`config.mk`:
```
export PLATFORM = sky130hd
export DESIGN_NAME = mem_port_arbiter
export DESIGN_NICKNAME = d
export VERILOG_FILES = /design/src/rtl/mem_port_arbiter.sv
export SDC_FILE = /design/constraint.sdc
export NUM_CORES = 1
export LEC_CHECK = 0
export ABC_AREA = 0
export ABC_CLOCK_PERIOD_IN_PS = 3150
export CAP_MARGIN = 30
export CORE_UTILIZATION = 43
export CTS_CLUSTER_SIZE = 20
export DETAILED_ROUTE_END_ITERATION = 8
export GPL_TIMING_DRIVEN = 0
export PLACE_DENSITY = 0.88
export SKIP_CTS_REPAIR_TIMING = 1
export SYNTH_ARGS = -nofsm -noshare
export SYNTH_HDL_FRONTEND = slang
export SYNTH_SLANG_ARGS = --single-unit
export TNS_END_PERCENT = 50
```
`constraint.sdc`:
```
create_clock -name clock -period 3.15 [get_ports clock]
set_clock_uncertainty 0.05 [all_clocks]
set_input_delay 0.7875 -clock clock [delete_from_list [all_inputs] [get_ports clock]]
set_output_delay 0.7875 -clock clock [all_outputs]
set_load 0.01 [all_outputs]
```
`src/rtl/mem_port_arbiter.sv`:
```
// mem_port_arbiter: shares one unified memory port between instruction fetch
// (IF) and data memory (DM). Only one transaction is in flight at a time:
// grant in IDLE, hold the request to memory in ISSUE until it acks, then
// pulse the owner's rvalid in RESP.
//
// Optional feature, enabled by defining ARB_STARVE_GUARD_EN: an anti-starvation
// counter. It lets IF win one arbitration after STARVE_LIMIT DM grants have
// been made while IF was waiting. Without the macro, DM has strict priority.
//
// state | meaning
// ------+-------------------------------------------------------------
// IDLE  | no transaction; arbitrate and grant combinationally
// ISSUE | mem_req held with the latched command, waiting for mem_ack
// RESP  | owner's rvalid pulses for one cycle; no grant this cycle

module mem_port_arbiter #(
  parameter int ADDR_W       = 32,
  parameter int DATA_W       = 32,
  parameter int STARVE_LIMIT = 4
) (
  input  logic              clock,
  input  logic              reset,
  input  logic              if_req,
  input  logic [ADDR_W-1:0] if_addr,
  output logic              if_gnt,
  output logic              if_rvalid,
  output logic [DATA_W-1:0] if_rdata,
  input  logic              dm_req,
  input  logic              dm_we,
  input  logic [ADDR_W-1:0] dm_addr,
  input  logic [DATA_W-1:0] dm_wdata,
  input  logic [1:0]        dm_size,
  output logic              dm_gnt,
  output logic              dm_rvalid,
  output logic [DATA_W-1:0] dm_rdata,
  output logic              mem_req,
  output logic              mem_we,
  output logic [ADDR_W-1:0] mem_addr,
  output logic [DATA_W-1:0] mem_wdata,
  output logic [1:0]        mem_size,
  input  logic              mem_ack,
  input  logic [DATA_W-1:0] mem_rdata,
  output logic              busy
);

  typedef enum logic [1:0] {
    IDLE  = 2'd0,
    ISSUE = 2'd1,
    RESP  = 2'd2
  } state_t;

  typedef enum logic {
    OWN_IF = 1'b0,
    OWN_DM = 1'b1
  } owner_t;

  state_t state_q, state_d;
  owner_t owner_q;

  logic              we_q;
  logic [ADDR_W-1:0] addr_q;
  logic [DATA_W-1:0] wdata_q;
  logic [1:0]        size_q;
  logic [DATA_W-1:0] if_rdata_q;
  logic [DATA_W-1:0] dm_rdata_q;

  logic if_priority;

`ifdef ARB_STARVE_GUARD_EN
  localparam int CNT_W = $clog2(STARVE_LIMIT + 1);
  localparam logic [CNT_W-1:0] CNT_MAX = CNT_W'(STARVE_LIMIT);

  logic [CNT_W-1:0] starve_cnt_q;

  // IF overrides DM only once the counter has saturated and IF still waits
  assign if_priority = if_req && (starve_cnt_q == CNT_MAX);

  // Count DM grants that left IF waiting; any IF grant clears the count
  always_ff @(posedge clock) begin
    if (reset) begin
      starve_cnt_q <= '0;
    end else if (if_gnt) begin
      starve_cnt_q <= '0;
    end else if (dm_gnt && if_req && (starve_cnt_q != CNT_MAX)) begin
      starve_cnt_q <= starve_cnt_q + 1'b1;
    end
  end
`else
  assign if_priority = 1'b0;
`endif

  // State register
  always_ff @(posedge clock) begin
    if (reset) begin
      state_q <= IDLE;
    end else begin
      state_q <= state_d;
    end
  end

  // Arbitration and next-state logic; grants exist only in IDLE
  always_comb begin
    state_d = state_q;
    if_gnt  = 1'b0;
    dm_gnt  = 1'b0;
    case (state_q)
      IDLE: begin
        if (dm_req && !if_priority) begin
          dm_gnt = 1'b1;
        end else if (if_req) begin
          if_gnt = 1'b1;
        end
        if (dm_gnt || if_gnt) begin
          state_d = ISSUE;
        end
      end
      ISSUE: begin
        if (mem_ack) begin
          state_d = RESP;
        end
      end
      RESP: begin
        state_d = IDLE;
      end
      default: begin
        state_d = IDLE;
      end
    endcase
  end

  // Latch the granted command and capture read data into the owner's register
  always_ff @(posedge clock) begin
    if (reset) begin
      owner_q    <= OWN_IF;
      we_q       <= 1'b0;
      addr_q     <= '0;
      wdata_q    <= '0;
      size_q     <= 2'd0;
      if_rdata_q <= '0;
      dm_rdata_q <= '0;
    end else begin
      if (dm_gnt) begin
        owner_q <= OWN_DM;
        we_q    <= dm_we;
        addr_q  <= dm_addr;
        wdata_q <= dm_wdata;
        size_q  <= dm_size;
      end else if (if_gnt) begin
        // fetches are always word reads; wdata is left as is
        owner_q <= OWN_IF;
        we_q    <= 1'b0;
        addr_q  <= if_addr;
        size_q  <= 2'd2;
      end
      // store acks also land here only for DM loads; stores keep old dm_rdata
      if ((state_q == ISSUE) && mem_ack) begin
        if (owner_q == OWN_IF) begin
          if_rdata_q <= mem_rdata;
        end else if (!we_q) begin
          dm_rdata_q <= mem_rdata;
        end
      end
    end
  end

  assign mem_req   = (state_q == ISSUE);
  assign mem_we    = we_q;
  assign mem_addr  = addr_q;
  assign mem_wdata = wdata_q;
  assign mem_size  = size_q;

  assign if_rvalid = (state_q == RESP) && (owner_q == OWN_IF);
  assign dm_rvalid = (state_q == RESP) && (owner_q == OWN_DM);
  assign if_rdata  = if_rdata_q;
  assign dm_rdata  = dm_rdata_q;

  assign busy = (state_q != IDLE);

endmodule

```
==> results of run 1 <==
==> logic make-up (layout without fill, tap and decap cells) <==
logic type	count (synthesis)	count (layout)	synth area share, %
buffers and inverters	91	389	7.556
AO/OA/AOI/OAI	137	137	17.02
multiplexers	32	32	5.880
flip-flops	134	134	49.24
AND/OR/NAND/NOR	239	239	20.30
==> placed cells by master (no fill, tap or decap), drive strengths merged <==
master,synthesis,final
nor3,1,1
buf,15,15
o2bb2ai,30,30
clkinvlp,0,1
inv,36,36
nand3b,1,1
nor2b,1,1
clkdlybuf4s50,0,269
nand4bb,1,1
dfxtp,134,134
nand2b,66,66
nor3b,2,2
or3b,1,1
nand2,130,130
and4bb,1,1
o21ai,4,4
mux2i,32,32
a21oi,68,68
clkinv,1,2
a211oi,1,1
nor2,34,34
and3b,1,1
a221oi,32,32
bufinv,0,1
clkbuf,39,65
o22ai,2,2
==> final cells by class <==
cell class,instances,area (µm²)
multi-input cells,408,2354
repair buffers,269,2693
plain buffers,54,270.3
clock buffers,26,509.2
clock inverters,3,42.54
inverters,37,143.9
fillers,922,3257
well taps,168,210.2
flip-flops and latches,134,2683
==> metal layers <==
| metal | up-vias | track usage (%) | routed length [µm] |
|---|---|---|---|
| met5 | - | 0 | 0 |
| li1 | 2697 | - | - |
| met1 | 2512 | 29.28 | 6882 |
| met2 | 227 | 47.15 | 8506 |
| met4 | 0 | 14.55 | 688 |
| met3 | 48 | 8.735 | 1238 |
==> worst paths after layout <==
| check | slack (ns) | endpoint | start | depth (start not counted) |
|---|---|---|---|---|
| hold / removal | 0.40 | mem_wdata[0]$_SDFFE_PP0P_ | mem_wdata[0]$_SDFFE_PP0P_ | 2 |
| hold reg to reg | 0.40 | mem_wdata[0]$_SDFFE_PP0P_ | mem_wdata[0]$_SDFFE_PP0P_ | 2 |
| setup reg to reg | 1.43 | mem_addr[1]$_SDFFE_PP0P_ | state_q[1]$_SDFFE_PP0P_ | 4 |
| setup / recovery | 0.08 | dm_gnt | dm_req | 6 |
==> power by group <==
part	switching, µW	internal (µW)	total [µW]
Clock	670	1170	1840
Combinational	365	451	816
Sequential	57.0	1800	1860
Total	1090	3430	4520
==> registers in the layout, indices dropped and copies added, names as in the netlist <==
name and flops:
state_q 2, mem_size 2, dm_rdata 32, if_rdata 32, mem_we 1, mem_addr 32, owner_q 1, mem_wdata 32
==> through the flow <==
step                 TNS [ns]  cell area [µm²]  hold slack [ns]  total power, µW
detailed placement  -0.004780             8351           0.3962             2705
CTS                  -0.04549             8902           0.4032             4546
floorplan                   0             5448           0.4245             2225
finish                      0             8905           0.4019             4519
global route                0             8905           0.4163             4693
global placement     -0.01237             8351           0.3907             2691
==> critical path: cells and delay by family <==
| family | cells | cell delay, ns |
|---|---|---|
| buffers and inverters | 5 | 1.07 |
| AND/OR/NAND/NOR | 1 | 0.38 |
==> summary.txt, run 1 <==
Place
  • Worst slack at placement: -0.004780 ns
  • Port Buffer Count: 269
  • Cell total after placement: 1070
  • HPWL Detailed: 13.08 mm
  • Placer Congestion: 0.8615

Pwr
  • Leakage Power: 0.003213 µW
  • Pwr Density: 507.5 nW/µm²
  • Max rail drop VDD: 382.2 µV

STA
  • Final Setup Violations: 0
  • Worst slew pin tran: 0.6081 ns
  • F_max: 325.6 MHz
  • Fin crit period: 3.071 ns
  • Final hold violations: 0
  • RSZ-0062 raised after global routing: no
  • Final WS setup: 0.07888 ns
  • Fraction of the cycle the final worst path needs: 97.50%
  • Slew Viols, Final: 0
  • Slew HR: 59.46%

Yosys
  • Post-synth top cells: 134 x dfxtp_1, 130 x nand2_1, 68 x a21oi_1, 66 x nand2b_1, 39 x clkbuf_1
  • Top_reg_cell synth: dfxtp_1
  • Syn Inst Count: 633
  • Cell with the most instances after synthesis: dfxtp_1
  • Syn_nets: 769
  • Top cells by area, synth: dfxtp_1 49%, nand2_1 9.0%, nand2b_1 7.6%, a21oi_1 6.2%, mux2i_1 5.9%
  • Mean post-synth cell area: 8.606 µm²
  • Area share of the largest cell type after synthesis: 49.24%
  • Cell accounting for the most synthesized area: dfxtp_1
  • Ys async rst share: 0%
  • Register area share after synthesis: 49.24%
  • Flops & latches, synth: 134
  • Yosys warnings: 0
  • Mapped Area: 5448 µm²
  • Post-synth EDFFs: 0
  • Yosys cell types: 27

Routing
  • DR vias: 5484
  • Drt wl/cell: 15.76 µm
  • Drt pass-1 iters: 4
  • Total length of routed wires: 17.32 mm
  • DRT iter0 DRCs: 339
  • DRT antenna net count: 0
  • # DRC: 0
  • DR vias/cell: 4.990

Floorplanning
  • Top-level I/O count: 273
  • Die Y-Extent: 114.6 µm
  • Area of the core: 12160 µm²
  • Die Area: 13120 µm²
  • Die Wd: 114.6 µm
  • Starting Density: 44.79%
  • Row Count: 40

Worst setup path
  • Crit-path max cell delay: 0.54 ns
  • Slowest cell on crit path: clkdlybuf4s50_1
  • Critical Path RT: 2.31 ns
  • Crit path launch type: primary input
  • Critical Path Fanout Max: 10
  • Crit end category: output pin
  • Critical path type: primary input to output pin
  • Most used cell, CP: buf_6
  • CP Cell Sequence: buf_4 > or3b_1 > buf_6 > clkinv_4 > buf_6 > clkdlybuf4s50_1
  • Crit path arrival time: 2.23 ns

CTS
  • Root Buffer: clkbuf_16
  • CTS tree: done
  • Clock slew at reported path FFs: 0.05 ns
  • Sink Count: 134
  • Htree depth: 4
  • Clk Latency, worst-skew pair: 0.42 ns
  • Clock buffer count from CTS: 17
  • Longest Clk Path Bufs: 2

Status
  • Outcome: complete, no violations

Layout
  • Total Nets Final: 1057
  • Synthesis-to-layout area growth: 63.46%
  • Final core occ: 73.22%
  • Proportion of layout cells with a drive suffix above 1: 4.941%
  • Number of diodes: 0
  • Post-Layout Cell Count: 1099

GRT
  • Gr ovfl total: 0
  • Vias in the first global route: 5412
  • GRT Util Overall: 27.11%
  • Largest net degree at the start of global routing: 17
  • Initial antenna violation count: 0
  • Global-route wire length before repair: 27.03 mm

Run
  • Max-Cap Viols: 0

Hold path
  • Worst min-delay path category: register to register
No activity file was read; power rests on OpenSTA's default activity.
==> inputs of run 2 (changes only) <==
--- a/config.mk
+++ b/config.mk
@@ -14,7 +14,8 @@
 export GPL_TIMING_DRIVEN = 0
 export PLACE_DENSITY = 0.88
 export SKIP_CTS_REPAIR_TIMING = 1
+export SKIP_LAST_GASP = 1
 export SYNTH_ARGS = -nofsm -noshare
 export SYNTH_HDL_FRONTEND = slang
 export SYNTH_SLANG_ARGS = --single-unit
-export TNS_END_PERCENT = 50
+export TNS_END_PERCENT = 100
==> results of run 2 <==
Same layout as run 1: the final DEF is identical, and so are final timing and power.
==> inputs of run 3 (changes only) <==
--- a/config.mk
+++ b/config.mk
@@ -8,6 +8,7 @@
 export ABC_AREA = 0
 export ABC_CLOCK_PERIOD_IN_PS = 3150
 export CAP_MARGIN = 30
+export CORE_MARGIN = 2
 export CORE_UTILIZATION = 43
 export CTS_CLUSTER_SIZE = 20
 export DETAILED_ROUTE_END_ITERATION = 8
==> run 3 against run 2 <==
  * Non-clock buffer count unchanged
  * Hold slack about the same
  * Sequential cell count unchanged
  * Setup slack better by 0.024 ns
  * Global-route usage down 2.3 points
  * Combinational power about the same
  * Wire length down 1.1%
  * Clock-buffer cell count down 3
  * Cell area up 0.35%
  * Die area up 3.5%
  * Utilization down 1.8 points
  * Power up 1.8%
  * Largest cell class unchanged
==> summary.txt, run 3 (synthesized netlist as in run 1, its figures left out) <==
Routing
  • DR vias: 5466 (was 5484)
  • DRT iter0 DRCs: 263 (was 339)
  • Drt wl/cell: 15.48 µm (was 15.76 µm)
  • Drt pass-1 iters: 4 (unchanged)
  • DR vias/cell: 4.942 (was 4.990)
  • Total length of routed wires: 17.12 mm (was 17.32 mm)
  • DRT antenna net count: 0 (unchanged)
  • # DRC: 0 (unchanged)

Hold path
  • Worst hold path cell count: 2 (unchanged)
  • Worst min-delay path category: register to register (unchanged)
  • Hold EP: mem_wdata[22]$_SDFFE_PP0P_ (was mem_wdata[0]$_SDFFE_PP0P_)
  • Hold Path Origin: mem_wdata[22]$_SDFFE_PP0P_ (was mem_wdata[0]$_SDFFE_PP0P_)

Layout
  • Post-route design area: 8936 µm² (was 8905 µm²)
  • Register area: 2683 µm² (unchanged)
  • Area of the multi-input gates: 2354 µm² (unchanged)
  • Proportion of layout cells with a drive suffix above 1: 5.353% (was 4.941%)
  • Number of diodes: 0 (unchanged)
  • Most frequent cells in the layout: 269 x clkdlybuf4s50_1, 134 x dfxtp_1, 130 x nand2_1, 68 x a21oi_1, 66 x nand2b_1 (unchanged)
  • Commonest non-fill, non-tap cell in the layout: clkdlybuf4s50_1 (unchanged)
  • # fillers: 1009 (was 922)
  • Total Nets Final: 1057 (unchanged)
  • Synthesis-to-layout area growth: 64.03% (was 63.46%)

Worst setup path
  • Critical path startpoint: dm_req (unchanged)
  • Crit path launch type: primary input (unchanged)
  • Worst r2r src: state_q[0]$_SDFFE_PP0P_ (was state_q[1]$_SDFFE_PP0P_)
  • Reg2Reg Capture Point: dm_rdata[7]$_SDFFE_PP0P_ (was mem_addr[1]$_SDFFE_PP0P_)
  • Critical Path RT: 2.31 ns (about the same)
  • Reg2Reg Setup Slack: 1.45 ns (was 1.43 ns)
  • Crit path arrival time: 2.21 ns (was 2.23 ns)
  • Critical Path Fanout Max: 10 (unchanged)
  • Critical path type: primary input to output pin (unchanged)
  • Crit end category: output pin (unchanged)
  • R2R depth: 5 (was 4)

Floorplanning
  • Die Area: 13590 µm² (was 13120 µm²)
  • Area of the core: 12520 µm² (was 12160 µm²)
  • Starting Density: 43.52% (was 44.79%)
  • Die Wd: 116.6 µm (was 114.6 µm)
  • Die Y-Extent: 116.6 µm (was 114.6 µm)
  • Top-level I/O count: 273 (unchanged)
  • Row Count: 41 (was 40)

STA
  • F_max: 328.2 MHz (was 325.6 MHz)
  • Final hold violations: 0 (unchanged)
  • Final hold slack: 0.4021 ns (was 0.4019 ns)
  • RSZ-0062 raised after global routing: no (unchanged)
  • Fin crit period: 3.047 ns (was 3.071 ns)
  • Fraction of the cycle the final worst path needs: 96.74% (was 97.50%)
  • Final Setup Violations: 0 (unchanged)
  • Slew HR: 61.33% (was 59.46%)
  • Slew Viols, Final: 0 (unchanged)
  • Worst slew pin tran: 0.5801 ns (was 0.6081 ns)

CTS
  • Clk Latency, worst-skew pair: 0.42 ns (about the same)
  • Root Buffer: clkbuf_16 (unchanged)
  • Htree depth: 4 (unchanged)
  • Clock slew at reported path FFs: 0.06 ns (was 0.05 ns)
  • Longest Clk Path Bufs: 2 (unchanged)
  • Sink Count: 134 (unchanged)
  • CTS tree: done (unchanged)
  • Clock buffer count from CTS: 17 (unchanged)

Place
  • Port Buffer Count: 269 (unchanged)
  • DP Area: 8356 µm² (was 8351 µm²)
  • HPWL Detailed: 12.93 mm (was 13.08 mm)
  • Placer Congestion: 0.9124 (was 0.8615)

Pwr
  • Leakage Power: 0.003227 µW (was 0.003213 µW)
  • Pwr Density: 515.1 nW/µm² (was 507.5 nW/µm²)
  • Total power: 4603 µW (was 4519 µW)
  • Max rail drop VDD: 304.0 µV (was 382.2 µV)

GRT
  • Largest net degree at the start of global routing: 17 (unchanged)
  • Global-route wire length before repair: 25.94 mm (was 27.03 mm)
  • Initial antenna violation count: 0 (unchanged)
  • Gr ovfl total: 0 (unchanged)
  • Vias in the first global route: 5272 (was 5412)
  • GRT Util Overall: 24.77% (was 27.11%)

Run
  • Max-Cap Viols: 0 (unchanged)

Status
  • Outcome: complete, no violations (unchanged)
run 3: cell count changes in the layout (fill, tap and decap cells not counted), sizes merged:
| cell | before | now |
|---|---|---|
| bufinv | 1 | 2 |
| clkbuf | 65 | 62 |
| clkinv | 2 | 6 |
| clkinvlp | 1 | 2 |
run 3: through the flow:
stage                     setup slack [ns]  utilization [%]  setup TNS [ns]  cells
final                               0.1028            71.39               0   1106
after global routing               0.02326            71.39               0   1106
after floorplan                     0.6448                -               0    633
after CTS                         -0.04909            71.37        -0.04909   1106
after global placement            -0.02313            66.75        -0.02313   1074
after detailed placement          -0.02850            66.75        -0.02850   1074
run 3: per-layer routing:
layer  track usage (%)  part of all wire [%]  up-vias
met5                 0                     0        -
met4             12.71                   3.7        0
met3             8.459                   7.8       50
met2             41.47                    48      205
met1             28.14                    41     2519
li1                  -                     -     2692
run 3: layout make-up:
cell class / instances / area share (%)
sequential: 134 / 30.02
clock inverter: 9 / 1.120
inverter: 37 / 1.610
buffer: 54 / 3.024
tap: 172 / 2.408
multi-input combinational: 408 / 26.34
clock buffer: 23 / 5.349
timing repair buffer: 269 / 30.13
run 3: worst max-delay path by stage:
stage,end,slack [ns],depth (start not counted)
after floorplan,if_gnt,0.64,4
after global placement,if_gnt,-0.02,5
after detailed placement,if_gnt,-0.03,5
after CTS,if_gnt,-0.05,5
after global routing,dm_gnt,0.02,6
final,dm_gnt,0.10,6
run 3: critical path, cell delays in order:
cell	delay [ns]
buf_4	0.14
or3b_1	0.37
buf_6	0.15
clkinv_4	0.08
buf_6	0.14
clkdlybuf4s50_1	0.54
run 3: power by group:
group,internal [µW],switching (µW),leakage [µW]
clock network,1220,711,0.000283
registers,1800,58.0,0.00110
logic,451,363,0.00185
total,3470,1130,0.00323
